===== config.mk =====
export PLATFORM = sky130hd
export DESIGN_NAME = rbe_streamer_arb
export DESIGN_NICKNAME = d
export VERILOG_FILES = /design/src/rtl/rbe_streamer_arb_pkg.sv /design/src/rtl/rbe_streamer_arb_fifo.sv /design/src/rtl/rbe_streamer_arb.sv
export SDC_FILE = /design/constraint.sdc
export NUM_CORES = 1
export LEC_CHECK = 0
export CORE_AREA = 2 2 294 296
export DETAILED_ROUTE_END_ITERATION = 12
export DIE_AREA = 0 0 296 298
export PLACE_DENSITY = 0.64
export SYNTH_ARGS = -nofsm -noshare
export SYNTH_HDL_FRONTEND = slang
export SYNTH_SLANG_ARGS = --single-unit

===== constraint.sdc =====
create_clock -name clk_i -period 5.25 [get_ports clk_i]
set_input_delay 0.525 -clock clk_i [delete_from_list [all_inputs] [get_ports clk_i]]
set_output_delay 0.525 -clock clk_i [all_outputs]
set_load 0.05 [all_outputs]

===== src/rtl/rbe_streamer_arb_pkg.sv =====
// Shared types and helpers for the RBE streamer load/store arbiter.
// Contents:
//   arb_mode_e           - static select vs. round-robin arbitration
//   flags_streamer_arb_t - status bundle (outstanding reads, busy, error)
//   ld_st_sel_store()    - select/tag index used for the store channel (== NB_LD)
package rbe_streamer_arb_pkg;

  typedef enum logic {
    ARB_STATIC = 1'b0,
    ARB_RR     = 1'b1
  } arb_mode_e;

  localparam int unsigned OutstFlagW = 8;

  typedef struct packed {
    logic [OutstFlagW-1:0] outst;
    logic                  busy;
    logic                  err;
  } flags_streamer_arb_t;

  // The store always sits just past the last load channel.
  function automatic int unsigned ld_st_sel_store(input int unsigned nb_ld);
    return nb_ld;
  endfunction

endpackage


===== src/rtl/rbe_streamer_arb_fifo.sv =====
// Registered FIFO with occupancy count, used for both the tag and response queues.
// Ports:
//   clk_i, rst_i (sync, active high), clear_i (sync soft clear)
//   push_i/data_i   - write side (ignored when full)
//   pop_i/data_o    - read side, data_o is the registered head (ignored when empty)
//   full_o, empty_o, count_o - occupancy status
module rbe_streamer_arb_fifo #(
  parameter int unsigned Width = 8,
  parameter int unsigned Depth = 4,
  localparam int unsigned PtrW = $clog2(Depth),
  localparam int unsigned CntW = $clog2(Depth + 1)
) (
  input  logic             clk_i,
  input  logic             rst_i,
  input  logic             clear_i,
  input  logic             push_i,
  input  logic [Width-1:0] data_i,
  input  logic             pop_i,
  output logic [Width-1:0] data_o,
  output logic             full_o,
  output logic             empty_o,
  output logic [CntW-1:0]  count_o
);

  logic [Width-1:0] mem_q [Depth];
  logic [PtrW-1:0]  wr_ptr_q, rd_ptr_q;
  logic [CntW-1:0]  cnt_q;
  logic             push_ok, pop_ok;

  assign full_o  = (cnt_q == CntW'(Depth));
  assign empty_o = (cnt_q == '0);
  assign count_o = cnt_q;
  assign data_o  = mem_q[rd_ptr_q];
  assign push_ok = push_i & ~full_o;
  assign pop_ok  = pop_i & ~empty_o;

  // Depth is a power of two, so the pointers wrap naturally.
  always_ff @(posedge clk_i) begin
    if (rst_i || clear_i) begin
      wr_ptr_q <= '0;
      rd_ptr_q <= '0;
      cnt_q    <= '0;
    end else begin
      if (push_ok) wr_ptr_q <= wr_ptr_q + 1'b1;
      if (pop_ok)  rd_ptr_q <= rd_ptr_q + 1'b1;
      unique case ({push_ok, pop_ok})
        2'b10:   cnt_q <= cnt_q + 1'b1;
        2'b01:   cnt_q <= cnt_q - 1'b1;
        default: cnt_q <= cnt_q;
      endcase
    end
  end

  always_ff @(posedge clk_i) begin
    if (push_ok) mem_q[wr_ptr_q] <= data_i;
  end

endmodule


===== src/rtl/rbe_streamer_arb.sv =====
// RBE streamer load/store front-end: muxes NB_LD load channels and one store channel onto a
// single TCDM master port (static select or round-robin), tracks outstanding reads with a
// credit-limited tag FIFO and returns buffered responses in order to the issuing channel.
// Ports:
//   clk_i, rst_i (sync, active high), clear_i (soft clear), mode_i, sel_i
//   ld_*  - load channels (req/add/gnt, shared rdata, one-hot rvalid, per-channel rready)
//   st_*  - store channel (req/add/wdata/be/gnt)
//   tcdm_* - TCDM master port
//   outst_o, busy_o, err_o (sticky unexpected response), perf_stall_o
// Optional: define RBE_STREAMER_ARB_PERF_EN to build the saturating stall counter.
module rbe_streamer_arb
  import rbe_streamer_arb_pkg::*;
#(
  parameter int unsigned DW        = 128,
  parameter int unsigned AW        = 32,
  parameter int unsigned NB_LD     = 3,
  parameter int unsigned MAX_OUTST = 4,
  parameter int unsigned SW        = $clog2(NB_LD + 1)
) (
  input  logic                           clk_i,
  input  logic                           rst_i,
  input  logic                           clear_i,
  input  logic                           mode_i,
  input  logic [SW-1:0]                  sel_i,
  input  logic [NB_LD-1:0]               ld_req_i,
  input  logic [NB_LD*AW-1:0]            ld_add_i,
  output logic [NB_LD-1:0]               ld_gnt_o,
  output logic [DW-1:0]                  ld_rdata_o,
  output logic [NB_LD-1:0]               ld_rvalid_o,
  input  logic [NB_LD-1:0]               ld_rready_i,
  input  logic                           st_req_i,
  input  logic [AW-1:0]                  st_add_i,
  input  logic [DW-1:0]                  st_wdata_i,
  input  logic [DW/8-1:0]                st_be_i,
  output logic                           st_gnt_o,
  output logic                           tcdm_req_o,
  output logic [AW-1:0]                  tcdm_add_o,
  output logic                           tcdm_wen_o,
  output logic [DW/8-1:0]                tcdm_be_o,
  output logic [DW-1:0]                  tcdm_data_o,
  input  logic                           tcdm_gnt_i,
  input  logic [DW-1:0]                  tcdm_r_data_i,
  input  logic                           tcdm_r_valid_i,
  output logic [$clog2(MAX_OUTST+1)-1:0] outst_o,
  output logic                           busy_o,
  output logic                           err_o,
  output logic [31:0]                    perf_stall_o
);

  localparam int unsigned NP              = NB_LD + 1;
  localparam int unsigned OW              = $clog2(MAX_OUTST + 1);
  localparam int unsigned LD_ST_SEL_STORE = ld_st_sel_store(NB_LD);

  arb_mode_e           mode;
  flags_streamer_arb_t flags;

  logic [SW-1:0] rr_ptr_q, rr_ptr_d, lock_sel_q, lock_sel_d, win, rr_idx;
  logic          lock_q, lock_d, err_q, err_d;
  logic          win_vld, win_is_st, hs;
  logic [SW:0]   rr_sum;
  logic [NP-1:0] elig;
  logic [AW-1:0] ld_add_sel;

  logic          tag_push, tag_full, tag_empty, rsp_pop, resp_push, resp_full, resp_empty;
  logic          unexp;
  logic [SW-1:0] tag_head;
  logic [DW-1:0] resp_head;
  logic [OW-1:0] tag_count, resp_count;

  assign mode = arb_mode_e'(mode_i);

  // Winner selection; a stalled request keeps its channel until the handshake.
  always_comb begin
    elig = '0;
    for (int i = 0; i < NB_LD; i++) elig[i] = ld_req_i[i] & ~tag_full;
    elig[NB_LD] = st_req_i;
    win     = '0;
    win_vld = 1'b0;
    rr_sum  = '0;
    rr_idx  = '0;
    if (lock_q) begin
      win     = lock_sel_q;
      win_vld = elig[lock_sel_q];
    end else if (mode == ARB_STATIC) begin
      win     = sel_i;
      win_vld = (32'(sel_i) < NP) && elig[sel_i];
    end else begin
      for (int off = 0; off < NP; off++) begin
        rr_sum = {1'b0, rr_ptr_q} + (SW+1)'(off);
        if (rr_sum >= (SW+1)'(NP)) rr_sum = rr_sum - (SW+1)'(NP);
        rr_idx = rr_sum[SW-1:0];
        if (!win_vld && elig[rr_idx]) begin
          win     = rr_idx;
          win_vld = 1'b1;
        end
      end
    end
  end

  // Request path and grants, combinational from the winner.
  always_comb begin
    win_is_st  = (win == SW'(LD_ST_SEL_STORE));
    ld_add_sel = '0;
    for (int i = 0; i < NB_LD; i++) begin
      if (win == SW'(i)) ld_add_sel = ld_add_i[i*AW +: AW];
    end
    tcdm_req_o  = win_vld;
    tcdm_add_o  = '0;
    tcdm_wen_o  = 1'b1;
    tcdm_be_o   = '0;
    tcdm_data_o = '0;
    if (win_vld) begin
      if (win_is_st) begin
        tcdm_add_o  = st_add_i;
        tcdm_wen_o  = 1'b0;
        tcdm_be_o   = st_be_i;
        tcdm_data_o = st_wdata_i;
      end else begin
        tcdm_add_o = ld_add_sel;
        tcdm_be_o  = '1;
      end
    end
    hs       = win_vld & tcdm_gnt_i;
    st_gnt_o = hs & win_is_st;
    ld_gnt_o = '0;
    for (int i = 0; i < NB_LD; i++) ld_gnt_o[i] = hs & ~win_is_st & (win == SW'(i));
  end

  always_comb begin
    lock_d     = win_vld & ~tcdm_gnt_i;
    lock_sel_d = win;
    rr_ptr_d   = rr_ptr_q;
    if (hs) rr_ptr_d = (win == SW'(NB_LD)) ? '0 : win + 1'b1;
  end

  // Response side: data only belongs to us if some issued read still lacks its data.
  always_comb begin
    for (int k = 0; k < NB_LD; k++) ld_rvalid_o[k] = ~resp_empty & (tag_head == SW'(k));
    ld_rdata_o = resp_empty ? '0 : resp_head;
    rsp_pop    = |(ld_rvalid_o & ld_rready_i);
    tag_push   = hs & ~win_is_st;
    unexp      = tcdm_r_valid_i & (resp_count == tag_count);
    resp_push  = tcdm_r_valid_i & ~unexp & ~resp_full;
    err_d      = err_q | unexp;
  end

  always_ff @(posedge clk_i) begin
    if (rst_i || clear_i) begin
      rr_ptr_q   <= '0;
      lock_q     <= 1'b0;
      lock_sel_q <= '0;
      err_q      <= 1'b0;
    end else begin
      rr_ptr_q   <= rr_ptr_d;
      lock_q     <= lock_d;
      lock_sel_q <= lock_sel_d;
      err_q      <= err_d;
    end
  end

  rbe_streamer_arb_fifo #(
    .Width (SW),
    .Depth (MAX_OUTST)
  ) u_tag_fifo (
    .clk_i   (clk_i),
    .rst_i   (rst_i),
    .clear_i (clear_i),
    .push_i  (tag_push),
    .data_i  (win),
    .pop_i   (rsp_pop),
    .data_o  (tag_head),
    .full_o  (tag_full),
    .empty_o (tag_empty),
    .count_o (tag_count)
  );

  rbe_streamer_arb_fifo #(
    .Width (DW),
    .Depth (MAX_OUTST)
  ) u_resp_fifo (
    .clk_i   (clk_i),
    .rst_i   (rst_i),
    .clear_i (clear_i),
    .push_i  (resp_push),
    .data_i  (tcdm_r_data_i),
    .pop_i   (rsp_pop),
    .data_o  (resp_head),
    .full_o  (resp_full),
    .empty_o (resp_empty),
    .count_o (resp_count)
  );

  always_comb begin
    flags.outst = OutstFlagW'(tag_count);
    flags.busy  = ~tag_empty | tcdm_req_o;
    flags.err   = err_q;
  end

  assign outst_o = flags.outst[OW-1:0];
  assign busy_o  = flags.busy;
  assign err_o   = flags.err;

`ifdef RBE_STREAMER_ARB_PERF_EN
  logic [31:0] perf_q, perf_d;
  logic        stall;

  always_comb begin
    stall  = (tcdm_req_o & ~tcdm_gnt_i) | ((|ld_req_i) & tag_full);
    perf_d = perf_q;
    if (stall && (perf_q != '1)) perf_d = perf_q + 32'd1;
  end

  always_ff @(posedge clk_i) begin
    if (rst_i || clear_i) perf_q <= '0;
    else                  perf_q <= perf_d;
  end

  assign perf_stall_o = perf_q;
`else
  assign perf_stall_o = '0;
`endif

endmodule


# [Yosys cells after proc, flatten, opt, wreduce, memory -nomap -nowiden]
# Memory sizes are Yosys's and may differ from the RTL's. A register that Yosys moved wholly into a read port is not among the register bits.
# Index checks and enable logic that the tools add are counted.
[classes] bitwise=30 n_reduce_logical=14 magnitude_cmp=10 n_eq_ne=12 muxes=65 addsub=16
[ops] op="two-way mux 128 bit" n=3
[ops] op="two-way mux 32 bit" n=5
[ops] op="two-way mux 2 bit" n=23
[ops] op="two-way mux 16 bit" n=2
[ops] op="two-way mux 1 bit" n=24
[ops] op="bitwise AND 1 bit" n=20
[ops] op="< comparator 2 x 3 -> 1 bit, second input constant" n=6
[ops] op="binary-select mux 1 bit (select 2 bit)" n=6
[ops] op="case mux 3 bit (2 select lines)" n=2
[ops] op="adder 2 x 1 -> 2 bit, second input constant" n=5
[ops] op="equality test 2 bit, second input constant" n=5
[ops] op=">= comparator 3 bit, second input constant" n=3
[ops] op="equality test 2 x 1 -> 1 bit, second input constant" n=4
[ops] op="subtractor 2 x 1 -> 2 bit, second input constant" n=4
[ops] op="NOT 1 bit" n=7
[ops] op="adder 2 x 2 -> 3 bit, second input constant" n=2
[ops] op="adder 3 x 1 -> 3 bit, second input constant" n=2
[ops] op="equality test 3 bit, second input constant" n=2
[ops] op="zero test 3 bit" n=2
[ops] op="subtractor 3 x 1 -> 3 bit, second input constant" n=2
[ops] op="zero test 2 bit" n=2
[ops] op="nonzero test 2 bit" n=2
[ops] op="adder 2 x 1 -> 3 bit, second input constant" n=1
[ops] op="bitwise AND 3 bit" n=1
[ops] op="other kinds (7)" n=12
[word_totals] mem_count=2 ram_bits=520 word_cells=159 out_inout_bits=350 input_bits=415 register_bits=20
[memory_table] name="u_resp_fifo.mem_q" depth=4 width=128 rd=1 rd_clocked_by_memory_dff=1 write_ports=1 line_no="rbe_streamer_arb_fifo.sv:25" text="logic [Width-1:0] mem_q [Depth];"
[memory_table] name="u_tag_fifo.mem_q" depth=4 width=2 rd=1 rd_clocked_by_memory_dff=1 write_ports=1 line_no="rbe_streamer_arb_fifo.sv:25"

# [Depth between registers and ports, before layout]
# Gate-level depths: netlist of run 1.
[logic_depth] depth_word=30 depth_mapped=18 depth_no_buf=16

# [Cells and area by module]
# From an unflattened synthesis of run 1, not the netlist that was laid out.
[unflattened] hier_cells=1423 hier_area_um2=23600.1
[modules_own_cells] module="rbe_streamer_arb_fifo (u_resp_fifo)" seq_area_each_um2=15554.9 area_per_inst_um2=18919.4 n_inst=1 cells_each=724
[modules_own_cells] module="rbe_streamer_arb" seq_area_each_um2=120.1 area_per_inst_um2=3895.0 n_inst=1 cells_each=633
[modules_own_cells] module="rbe_streamer_arb_fifo (u_tag_fifo)" seq_area_each_um2=420.4 area_per_inst_um2=785.8 n_inst=1 cells_each=66

# [Worst setup path before layout of run 1]
# No wires, ideal clock.
[synth_path] kind="register to register" startpoint="reg u_tag_fifo.cnt_q[0], in the netlist u_tag_fifo.count_o[0]" endpoint="mem u_resp_fifo.mem_q[0][0] (netlist name) (enable)" required_ps=4747 period_less_slack_ps=4665 t_arrival_ps=4163 path_stages_with_launch=5 path_buffers=0 setup_time_ps=503 path_slack_ps=585 path_cell_list="dfxtp_1 > xor2_1 > nor3_1 > nor2_1 > and2_1"
[synth_via] elab_chain_len=8
[synth_lines] item="start: declaration" line_no="rbe_streamer_arb_fifo.sv:27" text="logic [CntW-1:0] cnt_q;"
[synth_lines] item="start signal: assignment" line_no="rbe_streamer_arb_fifo.sv:47" text="2'b10: cnt_q <= cnt_q + 1'b1;"
[synth_lines] item="start signal: assignment" line_no="rbe_streamer_arb_fifo.sv:48" text="2'b01: cnt_q <= cnt_q - 1'b1;"
[synth_lines] item="start signal: assignment" line_no="rbe_streamer_arb_fifo.sv:49" text="default: cnt_q <= cnt_q;"
[synth_lines] item="equality test 3 bit" line_no="rbe_streamer_arb.sv:142" text="unexp = tcdm_r_valid_i & (resp_count == tag_count);"
[synth_lines] item="bitwise AND 1 bit" line_no="rbe_streamer_arb.sv:142"
[synth_lines] item="NOT 1 bit" line_no="rbe_streamer_arb.sv:143" text="resp_push = tcdm_r_valid_i & ~unexp & ~resp_full;"
[synth_lines] item="bitwise AND 1 bit (2 in a row)" line_no="rbe_streamer_arb.sv:143"
[synth_lines] item="bitwise AND 1 bit" line_no="rbe_streamer_arb_fifo.sv:34" text="assign push_ok = push_i & ~full_o;"
[synth_lines] item="two-way mux 1 bit" line_no="rbe_streamer_arb_fifo.sv:55" text="if (push_ok) mem_q[wr_ptr_q] <= data_i;"
[synth_lines] item="two-way mux 1 bit (implied by the code)" line_no="rbe_streamer_arb_fifo.sv:55"
[synth_lines] item="end: declaration" line_no="rbe_streamer_arb_fifo.sv:25"
# Every way passes these cells.

# [Final worst setup path of run 1]
[layout_path] startpoint="reg u_tag_fifo.cnt_q[2], in the netlist u_tag_fifo.count_o[2]" endpoint="out tcdm_add_o[19]"
[layout_via] elab_chain_len=29 word_cells_on_any_way=50 cone_classes="eq/ne (4); mux (35); bitwise (4); reduce/logical (7)"
[layout_lines] item="equality test 3 bit (*)" line_no="rbe_streamer_arb_fifo.sv:30" text="assign full_o = (cnt_q == CntW'(Depth));"
[layout_lines] item="NOT 1 bit (*)" line_no="rbe_streamer_arb.sv:75" text="for (int i = 0; i < NB_LD; i++) elig[i] = ld_req_i[i] & ~tag_full;"
[layout_lines] item="bitwise AND 1 bit" line_no="rbe_streamer_arb.sv:75"
[layout_lines] item="binary-select mux 1 bit (select 2 bit)" line_no="rbe_streamer_arb.sv:92" text="if (!win_vld && elig[rr_idx]) begin"
[layout_lines] item="two-way mux 1 bit (implied by the code)" line_no="rbe_streamer_arb.sv:92"
[layout_lines] item="two-way mux 1 bit" line_no="rbe_streamer_arb.sv:92"
[layout_lines] item="two-way mux 1 bit" line_no="rbe_streamer_arb.sv:84" text="end else if (mode == ARB_STATIC) begin"
[layout_lines] item="two-way mux 1 bit" line_no="rbe_streamer_arb.sv:81" text="if (lock_q) begin"
[layout_lines] item="[12 not listed]"
[layout_lines] item="two-way mux 2 bit (*)" line_no="rbe_streamer_arb.sv:92"
[layout_lines] item="two-way mux 2 bit (*)" line_no="rbe_streamer_arb.sv:84"
[layout_lines] item="two-way mux 2 bit (*)" line_no="rbe_streamer_arb.sv:81"
[layout_lines] item="named net lock_sel_d[1]" line_no="rbe_streamer_arb.sv:57" text="logic [SW-1:0] rr_ptr_q, rr_ptr_d, lock_sel_q, lock_sel_d, win, rr_idx;"
[layout_lines] item="zero test 2 bit" line_no="rbe_streamer_arb.sv:105" text="if (win == SW'(i)) ld_add_sel = ld_add_i[i*AW +: AW];"
[layout_lines] item="two-way mux 32 bit (3 in a row)" line_no="rbe_streamer_arb.sv:105"
[layout_lines] item="two-way mux 32 bit (*)" line_no="rbe_streamer_arb.sv:113" text="if (win_is_st) begin"
[layout_lines] item="two-way mux 32 bit (*)" line_no="rbe_streamer_arb.sv:112" text="if (win_vld) begin"
[layout_lines] item="end: declaration" line_no="rbe_streamer_arb.sv:37" text="output logic [AW-1:0] tcdm_add_o,"
# Mark *: on every way through the listed nets, which the timed path passes. The rest lies on a longest branch. The select of a mux whose other input is x is not followed.

==> results of run 1 <==
==> how the worst max path moves through the flow <==
stage                                         end
after floorplan           u_resp_fifo.mem_q[0][0]
after CTS                          tcdm_data_o[6]
after global placement             tcdm_add_o[14]
final                              tcdm_add_o[19]
after detailed placement    u_tag_fifo.count_o[2]
after global routing               tcdm_add_o[10]
==> power breakdown <==
part | internal, mW | total, mW | switching, mW
sequential | 4.80 | 4.82 | 0.0183
clock | 2.31 | 3.98 | 1.67
combinational | 0.852 | 2.09 | 1.24
==> critical path, stage by stage, from the launching register on <==
cell	delay (ns)
dfxtp_1	0.50
or3b_1	0.59
a311oi_1	0.40
a31oi_1	0.31
inv_1	0.31
ha_4	0.33
buf_4	0.38
buf_4	0.37
nor3_1	0.10
a21oi_1	0.26
nor2_1	0.10
buf_4	0.21
==> cell families after synthesis <==
family          share of synthesized area
compound gates                     0.0359
xor+xnor                          0.00331
fa+ha+maj                         0.00905
buf+inv                            0.0332
flops                               0.677
mux                                 0.128
other cells                      0.000158
simple gates                        0.114
==> cell usage after synthesis (2+ instances only) <==
master	instances	area, µm²
edfxtp_1	520	15600
nor2b_1	192	1200
and2_1	137	857
mux4_2	130	2930
a21oi_1	58	290
nor2_1	57	214
clkbuf_1	53	199
nor3_1	39	195
inv_1	35	131
buf_2	34	170
buf_4	34	255
a221oi_1	32	280
dfxtp_1	24	480
nand2_1	15	56.3
ha_1	14	175
o21ai_0	10	50.1
buf_1	8	30.0
mux2i_1	8	80.1
xor2_1	7	61.3
nand2b_1	5	31.3
nand3_1	4	20.0
or3_1	4	25.0
and3_1	3	18.8
mux2_2	3	33.8
a31oi_1	2	12.5
fa_1	2	40.0
o211ai_1	2	15.0
o22ai_1	2	12.5
o311ai_0	2	17.5
o32ai_4	2	55.1
or2_1	2	12.5
xnor2_1	2	17.5
==> sequential cells by signal, summed over array words and instances, names as in the netlist, named ones only <==
register,flops
err_o,1
u_resp_fifo.rd_ptr_q,2
lock_sel_q,2
u_resp_fifo.mem_q,512
u_tag_fifo.rd_ptr_q,2
u_tag_fifo.wr_ptr_q,2
u_resp_fifo.count_o,3
u_tag_fifo.mem_q,8
u_tag_fifo.count_o,3
lock_q,1
u_resp_fifo.wr_ptr_q,2
rr_ptr_q,2
==> metrics by stage <==
step	hold WS [ns]	setup slack, ns	power, mW	instances	utilization
global placement	0.476	0.365	7.00	3286	0.399
CTS	0.499	0.125	11.0	3391	0.421
finish	0.517	0.235	10.9	3419	0.422
detailed placement	0.508	0.365	7.00	3286	0.399
floorplan	0.468	0.585	5.87	1496	-
global route	0.523	0.0544	11.2	3414	0.422
==> routing by layer <==
layer | share of wire | vias to the layer above | track usage
li1 | - | 6993 | -
met1 | 0.34 | 8148 | 0.238
met2 | 0.52 | 663 | 0.397
met3 | 0.086 | 188 | 0.0742
met4 | 0.047 | 52 | 0.119
met5 | 0.0032 | - | 0
==> timing repair <==
item / in CTS / in global routing
hold buffers: 0 / 0
resized for setup: 0 / 2
endpoints found under the setup margin: 0 / 11
hold endpoints to repair: 0 / 0
==> layout make-up <==
cell class	instances	area, µm²
tap	1144	1430
clock inverter	27	327
sequential	544	16100
multi-input combinational	787	7070
fill	7624	49100
inverter	36	135
antenna	28	70.1
clock buffer	78	1540
timing repair buffer	775	9150
==> reports/qor.csv, run 1 <==
stage,metric,value,unit
run_status,status,completed,
grt,grt-ovfl-total,0,
timing,setup_viol,0,
synth,seq_area_frac_synth,0.677,
drt,num_vias,16000,
final_layout,mostFrequentLayoutCell,clkdlybuf4s50_1,
floorplanning,dieHeight,298,µm
floorplanning,die_w,296,µm
clock_tree,cts_buffer_depth,3,
floorplanning,ioPinCount,765,
worst_setup_path,cp_max_fo,36,
final_layout,final_area,0.0358,mm²
worst_hold_path,hold_end,u_tag_fifo.wr_ptr_q[1],
worst_setup_path,arrival,4.49,ns
floorplanning,die_area,0.0882,mm²
drt,drc,0,
final_layout,layout-drive-gt1-share,0.204,
timing,fin_crit_sh,0.955,
worst_setup_path,path_class,register to primary output,
clock_tree,cts_num_sinks,544,
synth,synthArstFlopShare,0,
clock_tree,cts.reportedPaths.clkPinSlew,0.06,ns
drt,ant_nets,0,
drt,routed_wl,102000,µm
worst_hold_path,hold_depth,2,
worst_setup_path,r2r_cells,16,
synth,synth_area_per_cell,16.2,µm²
synth,yosys_warnings,0,
timing,finalSetupTns,0,ns
clock_tree,cts_made_buffers,57,
timing,slew_viol_final,0,
placement,placed_cell_area,0.0339,mm²
power,peakVddDrop,0.328,mV
timing,rsz0062_at_grt,false,
worst_setup_path,r2r_end,u_tag_fifo.count_o[2],
grt,antenna_found_initial,47,
timing,fmax,199,MHz
synth,synthCells,1465,
worst_setup_path,r2r_start,rr_ptr_q[0],
floorplanning,start_util,0.280,
placement,dp_hpwl,78400,µm
final_layout,areaGrowthSynthToFinish,50.6,%
worst_setup_path,cp-end-kind,primary output,
drt,via_per_inst,4.69,
synth,synth_cell_types,55,
clock_tree,cts_tree,built,
drt,drt-pass1-iter-count,5,
worst_setup_path,regToRegSetupSlack,0.94,ns
timing,maxSlewHeadroom,0.325,
worst_hold_path,holdCritPathClass,register to register,
synth,ys_ff_latch,544,
clock_tree,htree_levels,2,
timing,hold_violations,0,
final_layout,nNetsFinal,2632,
placement,place_congestion,0.945,
clock_tree,clk_latency,0.62,ns
clock_tree,postCtsSetupRepairBufs,0,
synth,synth_flop_cell,edfxtp_1,
worst_hold_path,hp-start,u_tag_fifo.wr_ptr_q[1],
timing,layout_min_cycle_time,5.02,ns
grt,grt_pass1_wl,137000,µm
worst_setup_path,cp.required,4.72,ns
final_layout,final_cell_mix,"clkdlybuf4s50_1, edfxtp_1, nor2b_1, buf_12, and2_1",
drt,drt_iter0_markers,1168,
worst_setup_path,setup.worst_path.start,u_tag_fifo.count_o[2],
worst_setup_path,worstSetupStartpointType,register,
clock_tree,root_buffer,clkbuf_16,
power,leakage,11.8,nW
timing,fin_skew,0.0263,ns
floorplanning,rows,107,
power,powerDensity,304,mW/mm²
grt,grt_util_all_layers,0.226,
synth,netlist_area,0.0238,mm²
synth,synth_edf_count,520,
grt,grt_max_degree,129,
timing,worst_pin_slew,1.01,ns
placement,io_buffer_count,732,
drt,drt-wirelength-per-cell,29.8,µm
floorplanning,coreArea,0.0849,mm²
job,cap_violations,0,
grt,grt_pass1_vias,16700,
Power figures use the tool's default switching activity.
==> inputs of run 2 (changes only) <==
- SETUP_SLACK_MARGIN: default -> 0.1
==> run 2 against run 1 <==
  * Via count rose by 0.17%
  * Global-route usage unchanged
  * Core utilization hardly changed
  * Highest routed layer unchanged
  * Routed wire length barely moved
  * Critical path type unchanged
  * Die area did not move
  * First-iteration DRC count up 3.0%
  * Largest cell class unchanged
  * Clock skew rose by 0.0015 ns
==> reports/qor.csv, run 2 (synthesized netlist as in run 1, its figures left out) <==
stage,metric,value,unit
run_status,status,completed,
drt,drt-wirelength-per-cell,29.8,µm
timing,whs,0.519,ns
grt,grt_pass1_wl,137000,µm
worst_setup_path,r2r_end,u_tag_fifo.count_o[2],
power,total_power,10.9,mW
timing,fmax,201,MHz
worst_hold_path,hp-start,u_tag_fifo.wr_ptr_q[1],
final_layout,top_register,u_resp_fifo.mem_q,
final_layout,top_regs,"u_resp_fifo.mem_q x512, u_tag_fifo.mem_q x8",
drt,drt_iter0_markers,1203,
final_layout,areaGrowthSynthToFinish,50.6,%
grt,grt_max_degree,129,
clock_tree,cts.reportedPaths.clkPinSlew,0.06,ns
timing,setup_viol,0,
worst_setup_path,arrival,4.44,ns
power,peakVddDrop,0.328,mV
floorplanning,die_w,296,µm
clock_tree,cts_resized,0,
worst_hold_path,hold_depth,2,
job,cap_violations,0,
clock_tree,cts_tree,built,
worst_hold_path,hold_end,u_tag_fifo.wr_ptr_q[1],
worst_setup_path,worstSetupStartpointType,register,
final_layout,layout-drive-gt1-share,0.204,
timing,rsz0062_at_grt,true,
worst_setup_path,cp.required,4.72,ns
timing,slew_viol_final,0,
placement,io_buffer_count,732,
timing,worst_pin_slew,1.02,ns
clock_tree,cts_num_sinks,544,
final_layout,fill_cells,7626,
floorplanning,coreArea,0.0849,mm²
drt,drt-pass1-iter-count,5,
final_layout,fin_cells,3420,
drt,drc,0,
clock_tree,htree_levels,2,
drt,ant_nets,0,
final_layout,mostFrequentLayoutCell,clkdlybuf4s50_1,
timing,hold_violations,0,
worst_setup_path,regToRegSetupSlack,1.01,ns
grt,antenna_found_initial,47,
worst_setup_path,cp_max_fo,34,
grt,grt_pass1_vias,16700,
floorplanning,ioPinCount,765,
clock_tree,hold_buffers,0,
clock_tree,cts_made_buffers,57,
drt,via_per_inst,4.70,
final_layout,final_cell_mix,"clkdlybuf4s50_1, edfxtp_1, nor2b_1, buf_12, and2_1",
placement,place_congestion,0.945,
final_layout,post-route-util,0.422,
final_layout,nNetsFinal,2632,
clock_tree,root_buffer,clkbuf_16,
clock_tree,cts_buffer_depth,3,
final_layout,largest_reg_flops,512,
power,leakage,11.8,nW
drt,routed_wl,102000,µm
floorplanning,rows,107,
floorplanning,die_area,0.0882,mm²
worst_setup_path,path_class,register to primary output,
clock_tree,clk_latency,0.62,ns
timing,finalSetupTns,0,ns
timing,fin_skew,0.0278,ns
placement,dp_hpwl,78400,µm
drt,num_vias,16100,
worst_setup_path,cp-end-kind,primary output,
grt,grt_util_all_layers,0.226,
floorplanning,dieHeight,298,µm
placement,dp.cells,3286,
worst_setup_path,r2r_cells,16,
timing,layout_min_cycle_time,4.96,ns
floorplanning,start_util,0.280,
timing,maxSlewHeadroom,0.322,
worst_setup_path,r2r_start,u_tag_fifo.count_o[2],
power,powerDensity,304,mW/mm²
timing,fin_crit_sh,0.945,
worst_hold_path,holdCritPathClass,register to register,
grt,grt-ovfl-total,0,
clock_tree,postCtsSetupRepairBufs,0,
-- run 2: worst max path at each step --
stage | to | slack (ns) | depth (start not counted) | from
3_3_place_gp | tcdm_add_o[14] | 0.36 | 13 | ld_req_i[2]
5_1_grt | tcdm_data_o[6] | 0.06 | 10 | u_tag_fifo.count_o[2]
2_1_floorplan | u_resp_fifo.mem_q[0][0] | 0.58 | 4 | u_tag_fifo.count_o[0]
4_1_cts | tcdm_data_o[6] | 0.12 | 10 | u_tag_fifo.count_o[2]
3_5_place_dp | u_tag_fifo.count_o[2] | 0.36 | 17 | ld_req_i[2]
6_report | tcdm_add_o[15] | 0.29 | 13 | u_tag_fifo.count_o[2]
-- run 2: worst max-delay path, cell delays in order, from the launching register on --
cell	delay, ns
dfxtp_1	0.49
nor3b_2	0.49
a211oi_1	0.13
a22oi_1	0.37
mux2i_1	0.38
nand2_1	0.25
ha_2	0.42
buf_12	0.24
nor2b_1	0.13
a221oi_1	0.08
nor3_1	0.41
a21oi_1	0.08
nor2_1	0.12
buf_4	0.21
-- run 2: per-stage QoR --
step / cell area, µm² / worst slack (ns)
2_1_floorplan: 23900 / 0.585
6_report: 35800 / 0.287
4_1_cts: 35700 / 0.125
3_5_place_dp: 33900 / 0.365
5_1_grt: 35800 / 0.0582
3_3_place_gp: 33900 / 0.365
-- run 2: layout make-up --
cell class	instances	area, µm²	share of cell area
sequential	544	16100	0.449
timing repair buffer	775	9160	0.256
multi-input combinational	787	7070	0.197
clock buffer	78	1540	0.0429
tap	1144	1430	0.0400
clock inverter	27	327	0.00912
inverter	36	135	0.00377
antenna	29	72.6	0.00203
-- run 2: layer usage --
layer | vias to the layer above | GRT usage | part of all wire
met4 | 52 | 0.119 | 0.048
met3 | 192 | 0.0742 | 0.085
met5 | - | 0 | 0.0032
met1 | 8171 | 0.238 | 0.34
met2 | 665 | 0.397 | 0.52
li1 | 6992 | - | -
-- run 2: report_power, final --
group | switching (mW) | internal, mW | total (mW)
Sequential | 0.0182 | 4.80 | 4.82
Clock | 1.67 | 2.31 | 3.98
Combinational | 1.24 | 0.853 | 2.09
